<file path="config.mk">
export PLATFORM = sky130hd
export DESIGN_NAME = lsu_mem_stage
export DESIGN_NICKNAME = d
export VERILOG_FILES = /design/src/rtl/lsu_mem_stage.sv
export SDC_FILE = /design/constraint.sdc
export NUM_CORES = 1
export LEC_CHECK = 0
export ABC_CLOCK_PERIOD_IN_PS = 3200
export BUFFER_PORTS_ARGS = -buffer_cell sky130_fd_sc_hd__buf_2
export CAP_MARGIN = 40
export CORE_ASPECT_RATIO = 2
export CORE_MARGIN = 3
export CORE_UTILIZATION = 30
export CTS_BUF_LIST = sky130_fd_sc_hd__clkbuf_16
export DETAILED_ROUTE_END_ITERATION = 8
export PLACE_DENSITY = 0.64
export SLEW_MARGIN = 20
export SYNTH_ARGS = -nofsm -noshare
export SYNTH_HDL_FRONTEND = slang
export SYNTH_SLANG_ARGS = --single-unit
</file>
<file path="constraint.sdc">
create_clock -name clk -period 3.2 [get_ports clk]
set_clock_uncertainty 0.15 [all_clocks]
set_input_delay 0.96 -clock clk [delete_from_list [all_inputs] [get_ports clk]]
set_output_delay 0.96 -clock clk [all_outputs]
set_load 0.01 [all_outputs]
</file>
<file path="src/rtl/lsu_mem_stage.sv">
// lsu_mem_stage: single-outstanding load/store stage between the execute ALU and the data-cache bus
module lsu_mem_stage #(
   parameter int ADDR_W = 64,
   parameter int DATA_W = 64
) (
   input  logic              clk,
   input  logic              rst,
   input  logic              ex_valid,
   input  logic              mem_rd,
   input  logic              mem_wr,
   input  logic [1:0]        mem_size,
   input  logic              mem_unsigned,
   input  logic [ADDR_W-1:0] addr_i,
   input  logic [DATA_W-1:0] wdata_i,
   input  logic              flush,
   output logic              d_req,
   output logic              d_we,
   output logic [ADDR_W-1:0] d_addr,
   output logic [DATA_W-1:0] d_wdata,
   output logic [7:0]        d_wstrb,
   input  logic              d_ready,
   input  logic              d_resp_valid,
   input  logic [DATA_W-1:0] d_rdata,
   output logic              lsu_stall,
   output logic              res_valid,
   output logic [DATA_W-1:0] res_o,
   output logic              ld_misalign,
   output logic              st_misalign
);
   typedef enum logic [1:0] {IDLE, REQ, WAIT, DONE} state_e;
   state_e state_q, state_d;
   logic killed_q, killed_d, we_q, we_d, uns_q, uns_d;
   logic [1:0] size_q, size_d;
   logic [2:0] off_q, off_d;
   logic [7:0] wstrb_q, wstrb_d, mask;
   logic [ADDR_W-1:0] addr_q, addr_d;
   logic [DATA_W-1:0] wdata_q, wdata_d, res_q, res_d, sh, ext;
   logic op, mis, start;
   assign op = ex_valid & (mem_rd | mem_wr);
   assign mis = (mem_size == 2'd1 & addr_i[0]) | (mem_size == 2'd2 & |addr_i[1:0]) | (mem_size == 2'd3 & |addr_i[2:0]);
   assign start = state_q == IDLE & op & ~mis & ~flush;
   assign mask = mem_size == 2'd0 ? 8'h01 : mem_size == 2'd1 ? 8'h03 : mem_size == 2'd2 ? 8'h0F : 8'hFF;
   assign sh = d_rdata >> {off_q, 3'b000};
   assign ext = we_q ? '0 :
                size_q == 2'd0 ? {{(DATA_W-8){sh[7] & ~uns_q}}, sh[7:0]} :
                size_q == 2'd1 ? {{(DATA_W-16){sh[15] & ~uns_q}}, sh[15:0]} :
                size_q == 2'd2 ? {{(DATA_W-32){sh[31] & ~uns_q}}, sh[31:0]} : sh;
   always_comb begin
      state_d  = state_q;
      killed_d = killed_q;
      we_d     = we_q;
      uns_d    = uns_q;
      size_d   = size_q;
      off_d    = off_q;
      wstrb_d  = wstrb_q;
      addr_d   = addr_q;
      wdata_d  = wdata_q;
      res_d    = res_q;
      case (state_q)
         IDLE: if (start) begin
            state_d = REQ;
            addr_d  = {addr_i[ADDR_W-1:3], 3'b000};
            we_d    = mem_wr;
            wstrb_d = mask << addr_i[2:0];
            wdata_d = wdata_i << {addr_i[2:0], 3'b000};
            size_d  = mem_size;
            uns_d   = mem_unsigned;
            off_d   = addr_i[2:0];
         end
         REQ: begin
            killed_d = killed_q | flush;
            if (d_ready) state_d = WAIT;
         end
         WAIT: begin
            killed_d = killed_q | flush;
            if (d_resp_valid) begin
               state_d = DONE;
               res_d   = killed_d ? res_q : ext;
            end
         end
         DONE: begin
            state_d  = IDLE;
            killed_d = 1'b0;
         end
      endcase
   end
   always_ff @(posedge clk or negedge rst) begin
      if (!rst) begin
         state_q  <= IDLE;
         killed_q <= 1'b0;
         we_q     <= 1'b0;
         uns_q    <= 1'b0;
         size_q   <= '0;
         off_q    <= '0;
         wstrb_q  <= '0;
         addr_q   <= '0;
         wdata_q  <= '0;
         res_q    <= '0;
      end else begin
         state_q  <= state_d;
         killed_q <= killed_d;
         we_q     <= we_d;
         uns_q    <= uns_d;
         size_q   <= size_d;
         off_q    <= off_d;
         wstrb_q  <= wstrb_d;
         addr_q   <= addr_d;
         wdata_q  <= wdata_d;
         res_q    <= res_d;
      end
   end
   assign d_req     = state_q == REQ;
   assign d_we      = we_q;
   assign d_addr    = addr_q;
   assign d_wdata   = wdata_q;
   assign d_wstrb   = wstrb_q;
   assign res_o     = res_q;
   assign res_valid = state_q == DONE & ~killed_q & ~flush;
   // the pipeline advances in DONE; a killed op only stalls whatever the execute stage now holds
   assign lsu_stall = rst & (state_q == DONE ? killed_q & op : state_q != IDLE | (op & ~mis & ~flush));
   assign ld_misalign = rst & state_q == IDLE & op & mis & ~flush & mem_rd;
   assign st_misalign = rst & state_q == IDLE & op & mis & ~flush & mem_wr;
endmodule

</file>
==> run summary, run 1 <==
vias in the first global route - 10300
Main synth FF type - dfrtp_1
P&R area growth vs syn - 29.6%
slew margin rel. - 0.465
VDD IR-drop max - 533 uV
kind of critical path - primary input to primary output
CP Capture Type - primary output
largest net degree at the start of global routing - 96
fin util - 0.396
pwr dens - 916 nW/um^2
share of cells above drive strength 1 - 0.421
Largest stage delay, worst path - 0.37 ns
CTS clk-pin slew, worst paths - 0.06 ns
CTS Buf Count - 22
initial antenna violation count - 2
Multi-input gate area - 5550 um^2
DIE HEIGHT - 280 um
worst path cell trace - buf_2, o21ai_0, nor3_2, and3_1, and2_1, buf_2
Post-synth ARST share - 1.00
Final Hold Vio Count - 0
status - finished clean
library cells used by synthesis - 62
type of the most critical hold path - primary input to async pin
DRT antenna net count - 0
Seq/Total Area, Yosys - 0.461
R2R depth - 5
final number of setup-violating endpoints - 0
postcts setup bufs - 0
CTS tree - built
WL/cell - 22.5 um
Root Driver - clkbuf_16
Clock Latency Late Sink - 0.51 ns
Die Wd - 143 um
Total GRT Usage - 0.211
DR vias/cell - 5.16
htree depth - 1
CP Launch Type - primary input
I/O Buffers - 405
core area - 36800 um^2
Worst EP arrival - 2.02 ns
CP Data Required Time - 2.09 ns
Leak - 0.00726 uW
Yosys reg bits - 207
DRT Pass-1 Iters - 4
Least-Margin Pin Slew - 0.800 ns
Reg area - 5180 um^2
row count - 99
fin crit period - 3.13 ns
synth warn - 0
Synth Area per Inst - 10.2 um^2
Slew Viols, Final - 0
I/O pins - 409
Worst path slowest cell - o21ai_0
Post-CTS Hold Buffers - 0
total gr overflow - 0
Post-synth EDFFs - 0
Cell Area, Synth - 11200 um^2
dpl ws - 0.0186 ns
post-route worst setup slack - 0.0722 ns
GP Congestion - 0.945
# clock sinks - 207
# fillers - 3634
die area - 40000 um^2
period utilization - 0.977
crit-path most repeated cell - buf_2
DRT iter0 DRCs - 447
Resize count post-CTS - 0
first-pass GRT wire length - 64400 um
via count - 10100
Initial Util - 0.305
Max clock buf depth - 3
worst-path maximum fanout - 3
nets@finish - 1692
cell count after synthesis - 1106
DP HPWL - 34900 um
Max Cap Viol - 0
wirelength, routed - 44100 um
Max Clk Rate - 320 MHz
# DRC - 0
sequential cells by signal (all words and copies together), names as in the netlist:
signal    flops
d_wdata      64
d_addr       61
res_o        64
killed_q      1
uns_q         1
size_q        2
off_q         3
d_we          1
state_q       2
d_wstrb       8
cells in the mapped netlist, types with 6 or more instances:
| master | n | area share |
|---|---|---|
| mux2_2 | 120 | 0.12 |
| buf_2 | 33 | 0.015 |
| o21ai_0 | 92 | 0.041 |
| o31ai_1 | 28 | 0.019 |
| inv_1 | 10 | 0.0033 |
| dfrtp_1 | 207 | 0.46 |
| nor2_1 | 58 | 0.019 |
| nand2b_1 | 6 | 0.0033 |
| buf_6 | 6 | 0.0060 |
| nand2_1 | 166 | 0.055 |
| buf_1 | 8 | 0.0027 |
| nand3_1 | 8 | 0.0036 |
| a221o_1 | 14 | 0.012 |
| buf_4 | 6 | 0.0040 |
| o32a_1 | 7 | 0.0062 |
| clkbuf_1 | 48 | 0.016 |
| o211ai_1 | 28 | 0.019 |
| and2_1 | 13 | 0.0072 |
| mux2i_1 | 74 | 0.066 |
| a21oi_1 | 52 | 0.023 |
| o21ai_1 | 11 | 0.0049 |
| and3_1 | 8 | 0.0045 |
| a211oi_1 | 10 | 0.0067 |
| a22o_1 | 41 | 0.032 |
metrics by stage:
step | hold WS (ns) | std cells | total power, uW | area [um^2] | TNS (ns)
finish | 0.110 | 1956 | 13300 | 14600 | 0
global route | 0.0946 | 1956 | 14200 | 14600 | -0.0357
CTS | 0.0861 | 1953 | 13500 | 14500 | 0
detailed placement | 0.312 | 1913 | 10800 | 13800 | 0
global placement | 0.307 | 1913 | 10700 | 13800 | -0.0336
floorplan | 0.364 | 1108 | 7940 | 11200 | 0
placed cells by master, fill, tap and decap left out, types with 2 or more instances in the layout:
cell type   count
a31oi_1         4
o21ai_1        10
nand2_1       166
clkbuf_16      23
or2_1           2
o21ai_0        91
clkinvlp_4      3
bufinv_16       2
ha_1            5
and2_1         13
o221a_2         4
and3_1          8
buf_2         403
o31ai_1        28
o22ai_1         2
inv_1          13
a21o_1          2
nand2b_1        5
nor3_2          2
o211ai_1       28
a21oi_1        51
nor2_1         58
buf_12          6
dfrtp_1       206
o32a_1          7
mux2i_1        74
diode_2         2
mux2_2        120
a221o_1        14
a211oi_1       10
conb_1          3
clkinv_1        8
buf_4          43
nand3_1         8
o21ai_2         2
a22o_1         41
kinds of logic after synthesis:
| group | Yosys count | share of synthesized area |
|---|---|---|
| AND/OR/NAND/NOR | 274 | 0.107 |
| buffers and inverters | 113 | 0.0478 |
| XOR/XNOR | 1 | 0.000780 |
| multiplexers | 196 | 0.189 |
| adder cells (fa/ha/maj) | 5 | 0.00557 |
| flip-flops | 207 | 0.461 |
| other | 1 | 0.000334 |
| AO/OA/AOI/OAI | 309 | 0.189 |
path summary, 6_finish.rpt:
kind,from,end,slack [ns]
min in group clk,d_wdata[27],d_wdata[27],0.32
worst max-delay path,mem_wr,st_misalign,0.07
worst min-delay path,rst,d_addr[10],0.11
max in group asynchronous,rst,res_o[20],1.74
worst min register to register,d_wdata[27],d_wdata[27],0.32
worst max register to register,off_q[0],res_o[20],0.65
report_power, final:
group / leakage (uW) / internal, uW / switching (uW)
Combinational: 0.00425 / 2580 / 3650
Sequential: 0.00266 / 3790 / 720
Clock: 0.000348 / 1470 / 1130
layout make-up:
type,count,area share
Multi-Input combinational cell,788,0.381
Clock inverter,17,0.00920
Antenna cell,2,0.000344
Sequential cell,207,0.356
Tap cell,454,0.0390
Clock buffer,23,0.0395
Inverter,11,0.00284
Timing Repair Buffer,454,0.172
worst max-delay path: cells and delay by family:
kind / cells / cell delay, ns
compound gates: 1 / 0.37
buf+inv: 2 / 0.24
simple gates: 3 / 0.44
per-layer routing:
metal	GRT usage	vias to the layer above	wire length [um]
met5	0	-	0
met1	0.216	4864	14700
met4	0.123	0	2960
met2	0.401	395	24400
li1	-	4741	-
met3	0.0256	85	2040
Note: power is estimated with default switching activity, not from simulation.
==> run 2, diff against run 1 <==
Settings changed: CTS_BUF_LIST sky130_fd_sc_hd__clkbuf_16 to sky130_fd_sc_hd__clkbuf_4 sky130_fd_sc_hd__clkbuf_8 sky130_fd_sc_hd__clkbuf_16, REMOVE_ABC_BUFFERS set to 1.
==> run 2 against run 1 <==
Against the previous run: hold slack gained 0.21 ns; critical path depth grew 1; sequential power grew 1%; global-route usage shrank 0.79 points.
==> run summary, run 2 (same netlist as run 1, synthesis figures left out) <==
Crit Reg-Reg Endpoint - res_o[42]
most frequent cells in the layout - buf_2, dfrtp_1, nand2_1
first-pass GRT wire length - 63200 um
Worst EP arrival - 2.03 ns
VDD IR-drop max - 582 uV
die area - 40000 um^2
Max Clk Rate - 319 MHz
I/O Buffers - 405
Total GRT Usage - 0.203
CP Launch Type - primary input
Max clock buf depth - 3
I/O pins - 409
P&R area growth vs syn - 30.3%
Non-Filler Instances - 1958
Tot Pwr - 13200 uW
R2R depth - 5
largest net degree at the start of global routing - 119
Initial Util - 0.305
DRT iter0 DRCs - 504
fin crit period - 3.14 ns
nets@finish - 1697
delay-heaviest family, CP - compound AO/OA/AOI/OAI gates
htree depth - 1
DRT Pass-1 Iters - 5
WL/cell - 21.6 um
total gr overflow - 0
kind of critical path - primary input to primary output
Least-Margin Pin Slew - 0.883 ns
most common cell after layout, fill and taps aside - buf_2
R2R Path Start - off_q[0]
worst path cell trace - buf_8, o21ai_4, o21ai_4, o31a_1, o22ai_1, and2_1, buf_2
final number of setup-violating endpoints - 0
Max Cap Viol - 0
Final Hold Vio Count - 0
CP Data Required Time - 2.09 ns
CTS clk-pin slew, worst paths - 0.07 ns
# DRC - 0
wirelength, routed - 42300 um
CTS tree - built
DR vias/cell - 5.32
initial antenna violation count - 3
Buf/Inv on CP - 2
CTS Buf Count - 22
share of cells above drive strength 1 - 0.431
core area - 36800 um^2
DP HPWL - 32000 um
DIE HEIGHT - 280 um
crit-path most repeated cell - o21ai_4
DRT antenna net count - 0
period utilization - 0.980
status - finished clean
Hold Path Cell Cnt - 2
CP Capture Type - primary output
Die Wd - 143 um
slew margin rel. - 0.409
pwr dens - 900 nW/um^2
Largest stage delay, worst path - 0.30 ns
GP Congestion - 0.934
Hold Crit Start - d_wdata[26]
setup TNS - 0 ns
type of the most critical hold path - flip-flop to flip-flop
Slew Viols, Final - 0
Clock Latency Late Sink - 0.52 ns
RSZ-0062 raised after global routing - true
vias in the first global route - 10700
fin util - 0.398
Post-CTS Hold Buffers - 0
worst-path maximum fanout - 3
Root Driver - clkbuf_16
via count - 10400
Leak - 0.00730 uW
setup slack, reg-to-reg - 0.40 ns
# clock sinks - 207
row count - 99
Worst path slowest cell - o31a_1
placed insts - 1916
Hold EP - d_wdata[26]
run 2: cell types whose count changed in the layout (fill, tap and decap cells not counted), sizes merged:
cell / previous run / this run
bufinv: 2 / 1
inv: 14 / 11
buf: 454 / 459
clkbuf: 23 / 26
clkinv: 9 / 10
diode: 2 / 1
clkinvlp: 3 / 1
run 2: layer usage:
layer | wire [um] | share of wire | global-route usage | vias up
met4 | 2370 | 0.056 | 0.101 | 2
met3 | 2830 | 0.067 | 0.0374 | 112
met5 | 17 | 0.00040 | 0 | -
li1 | - | - | - | 4746
met2 | 22600 | 0.53 | 0.384 | 503
met1 | 14500 | 0.34 | 0.210 | 5063
run 2: worst min-delay path, cell delays in order (launching register included):
cell	delay (ns)
dfrtp_1	0.34
nand2_1	0.05
o31ai_1	0.05
run 2: worst max path at each step:
stage               slack, ns   startpoint          to  cells past startpoint
finish                   0.06  mem_size[1]   lsu_stall                      7
floorplan               -2.76  mem_size[0]  d_addr[10]                      4
global route           -0.007  mem_size[1]   lsu_stall                      7
CTS                     -0.07    addr_i[2]   lsu_stall                      8
detailed placement       -0.1  mem_size[0]   lsu_stall                      8
global placement        -0.14  mem_size[1]   lsu_stall                      8
run 2: through the flow:
stage               cell area [um^2]  setup slack (ns)  hold WS [ns]
detailed placement             13800           -0.0999         0.313
finish                         14600            0.0649         0.323
global route                   14600          -0.00682         0.343
CTS                            14600           -0.0676         0.301
global placement               13800            -0.139         0.307
floorplan                      10700             -2.76         0.365
run 2: what timing repair did:
action / 4_1_cts / 5_1_grt
pin swaps: 6 / 6
setup buffers: 2 / 1
endpoints found under the setup margin: 2 / 3
resized for setup: 8 / 12
run 2: area by class of cell:
class | instances | area [um^2]
fill | 3673 | 22200
antenna | 1 | 2.50
timing repair buffer | 459 | 2550
inverter | 11 | 41.3
multi-input combinational | 788 | 5580
sequential | 207 | 5180
tap | 454 | 568
clock inverter | 12 | 103
clock buffer | 26 | 611
run 2: report_power, final:
part / switching, uW / internal [uW]
Clock: 1150 / 1450
Combinational: 3410 / 2600
Sequential: 774 / 3790
Total: 5330 / 7840
==> run 3, diff against run 2 <==
Settings changed: CELL_PAD_IN_SITES_DETAIL_PLACEMENT set to 1, CELL_PAD_IN_SITES_GLOBAL_PLACEMENT set to 2, CTS_BUF_LIST sky130_fd_sc_hd__clkbuf_4 sky130_fd_sc_hd__clkbuf_8 sky130_fd_sc_hd__clkbuf_16 to sky130_fd_sc_hd__clkbuf_8, PLACE_DENSITY 0.64 to 0.92.
==> run 3 against run 2 <==
Against the previous run: final area is 0.40% higher; die area is the same; largest cell class unchanged; routed wire length grew 6.1%.
==> run summary, run 3 (same netlist as run 1, synthesis figures left out) <==
CP Data Required Time - 2.09 ns
Final Hold Vio Count - 0
worst path cell trace - buf_8, a21oi_4, o21ai_4, o31a_1, o22ai_1, and2_1, buf_2
Die Wd - 143 um
Tot Pwr - 13300 uW
DP HPWL - 33900 um
Largest stage delay, worst path - 0.32 ns
row count - 99
DRT antenna net count - 0
first-pass GRT wire length - 68000 um
type of the most critical hold path - primary input to async pin
R2R Path Start - off_q[0]
WL/cell - 22.6 um
WHS - 0.273 ns
Reg area - 5180 um^2
post-route design area - 14700 um^2
worst-path maximum fanout - 2
kind of critical path - primary input to primary output
# fillers - 4298
Slew Viols, Final - 0
Leak - 0.00736 uW
Worst EP arrival - 2.08 ns
RSZ-0062 raised after global routing - true
CP Capture Type - primary output
GP Congestion - 0.838
share of cells above drive strength 1 - 0.433
DRT Pass-1 Iters - 5
DR vias/cell - 5.26
I/O pins - 409
placed instance area - 13800 um^2
vias in the first global route - 11600
via count - 10500
status - finished clean
crit path launch - addr_i[2]
htree depth - 2
CP Launch Type - primary input
fin util - 0.400
core area - 36800 um^2
VDD IR-drop max - 434 uV
largest net degree at the start of global routing - 139
die area - 40000 um^2
pwr dens - 905 nW/um^2
# clock sinks - 207
Total GRT Usage - 0.219
CTS clk-pin slew, worst paths - 0.07 ns
fin crit period - 3.19 ns
nets@finish - 1710
P&R area growth vs syn - 30.8%
Worst path slowest cell - o31a_1
Root Driver - clkbuf_8
CTS tree - built
Least-Margin Pin Slew - 1.10 ns
slew margin rel. - 0.270
I/O Buffers - 405
dpl ws - -0.146 ns
Clock Latency Late Sink - 0.54 ns
period utilization - 0.996
initial antenna violation count - 8
most frequent cells in the layout - buf_2, dfrtp_1, nand2_1
DRT iter0 DRCs - 341
final number of setup-violating endpoints - 0
post-route worst setup slack - 0.0140 ns
Initial Util - 0.305
# DRC - 0
Multi-input gate area - 5570 um^2
Max clock buf depth - 3
Max Clk Rate - 314 MHz
total gr overflow - 0
wirelength, routed - 44900 um
most common cell after layout, fill and taps aside - buf_2
DIE HEIGHT - 280 um
CTS Buf Count - 35
Max Cap Viol - 0
-- run 3: cell count changes in the layout (fill, tap and decap cells not counted), sizes merged --
cell	delta
dlygate4sd3	+1
bufinv	+2
clkinv	-7
buf	-1
diode	+6
clkinvlp	+1
clkbuf	+19
inv	+8
-- run 3: power breakdown --
group / switching (uW) / total, uW / internal [uW]
Clock: 1160 / 2670 / 1510
Sequential: 775 / 4560 / 3790
Combinational: 3480 / 6070 / 2590
-- run 3: path summary, 6_finish.rpt --
kind,slack [ns],to,cells past startpoint
min in group clk,0.32,d_wdata[28],2
min,0.27,res_o[1],2
max in group asynchronous,1.30,size_q[1],3
max reg2reg,0.58,res_o[8],6
max,0.01,lsu_stall,7
min reg2reg,0.32,d_wdata[28],2
-- run 3: timing repair --
action	4_1_cts	5_1_grt
pin swaps	6	6
setup buffers	1	1
endpoints found under the hold margin	1	0
resized for setup	20	1
endpoints found under the setup margin	3	2
hold buffers	1	0
-- run 3: metrics by stage --
stage	std cells	TNS, ns
finish	1987	0
global route	1985	-0.0260
CTS	1978	-0.0225
detailed placement	1915	-0.177
global placement	1914	-0.192
floorplan	1006	-415.56
-- run 3: cell type report --
class | count | share of cell area
Antenna cell | 7 | 0.00119
Clock inverter | 16 | 0.0105
Multi-Input combinational cell | 788 | 0.379
Inverter | 11 | 0.00298
Timing Repair Buffer | 459 | 0.173
Tap cell | 454 | 0.0386
Sequential cell | 207 | 0.353
Clock buffer | 45 | 0.0421
-- run 3: routing by layer --
layer	vias to the layer above	wire, um	track usage
li1	4768	-	-
met1	5194	15300	0.222
met2	385	24900	0.413
met3	111	2450	0.0429
met4	0	2260	0.112
met5	-	0	0
-- run 3: worst max-delay path, delay by kind of cell --
family,cells,cell delay (ns)
compound gates,4,0.73
buf+inv,2,0.23
simple gates,1,0.15
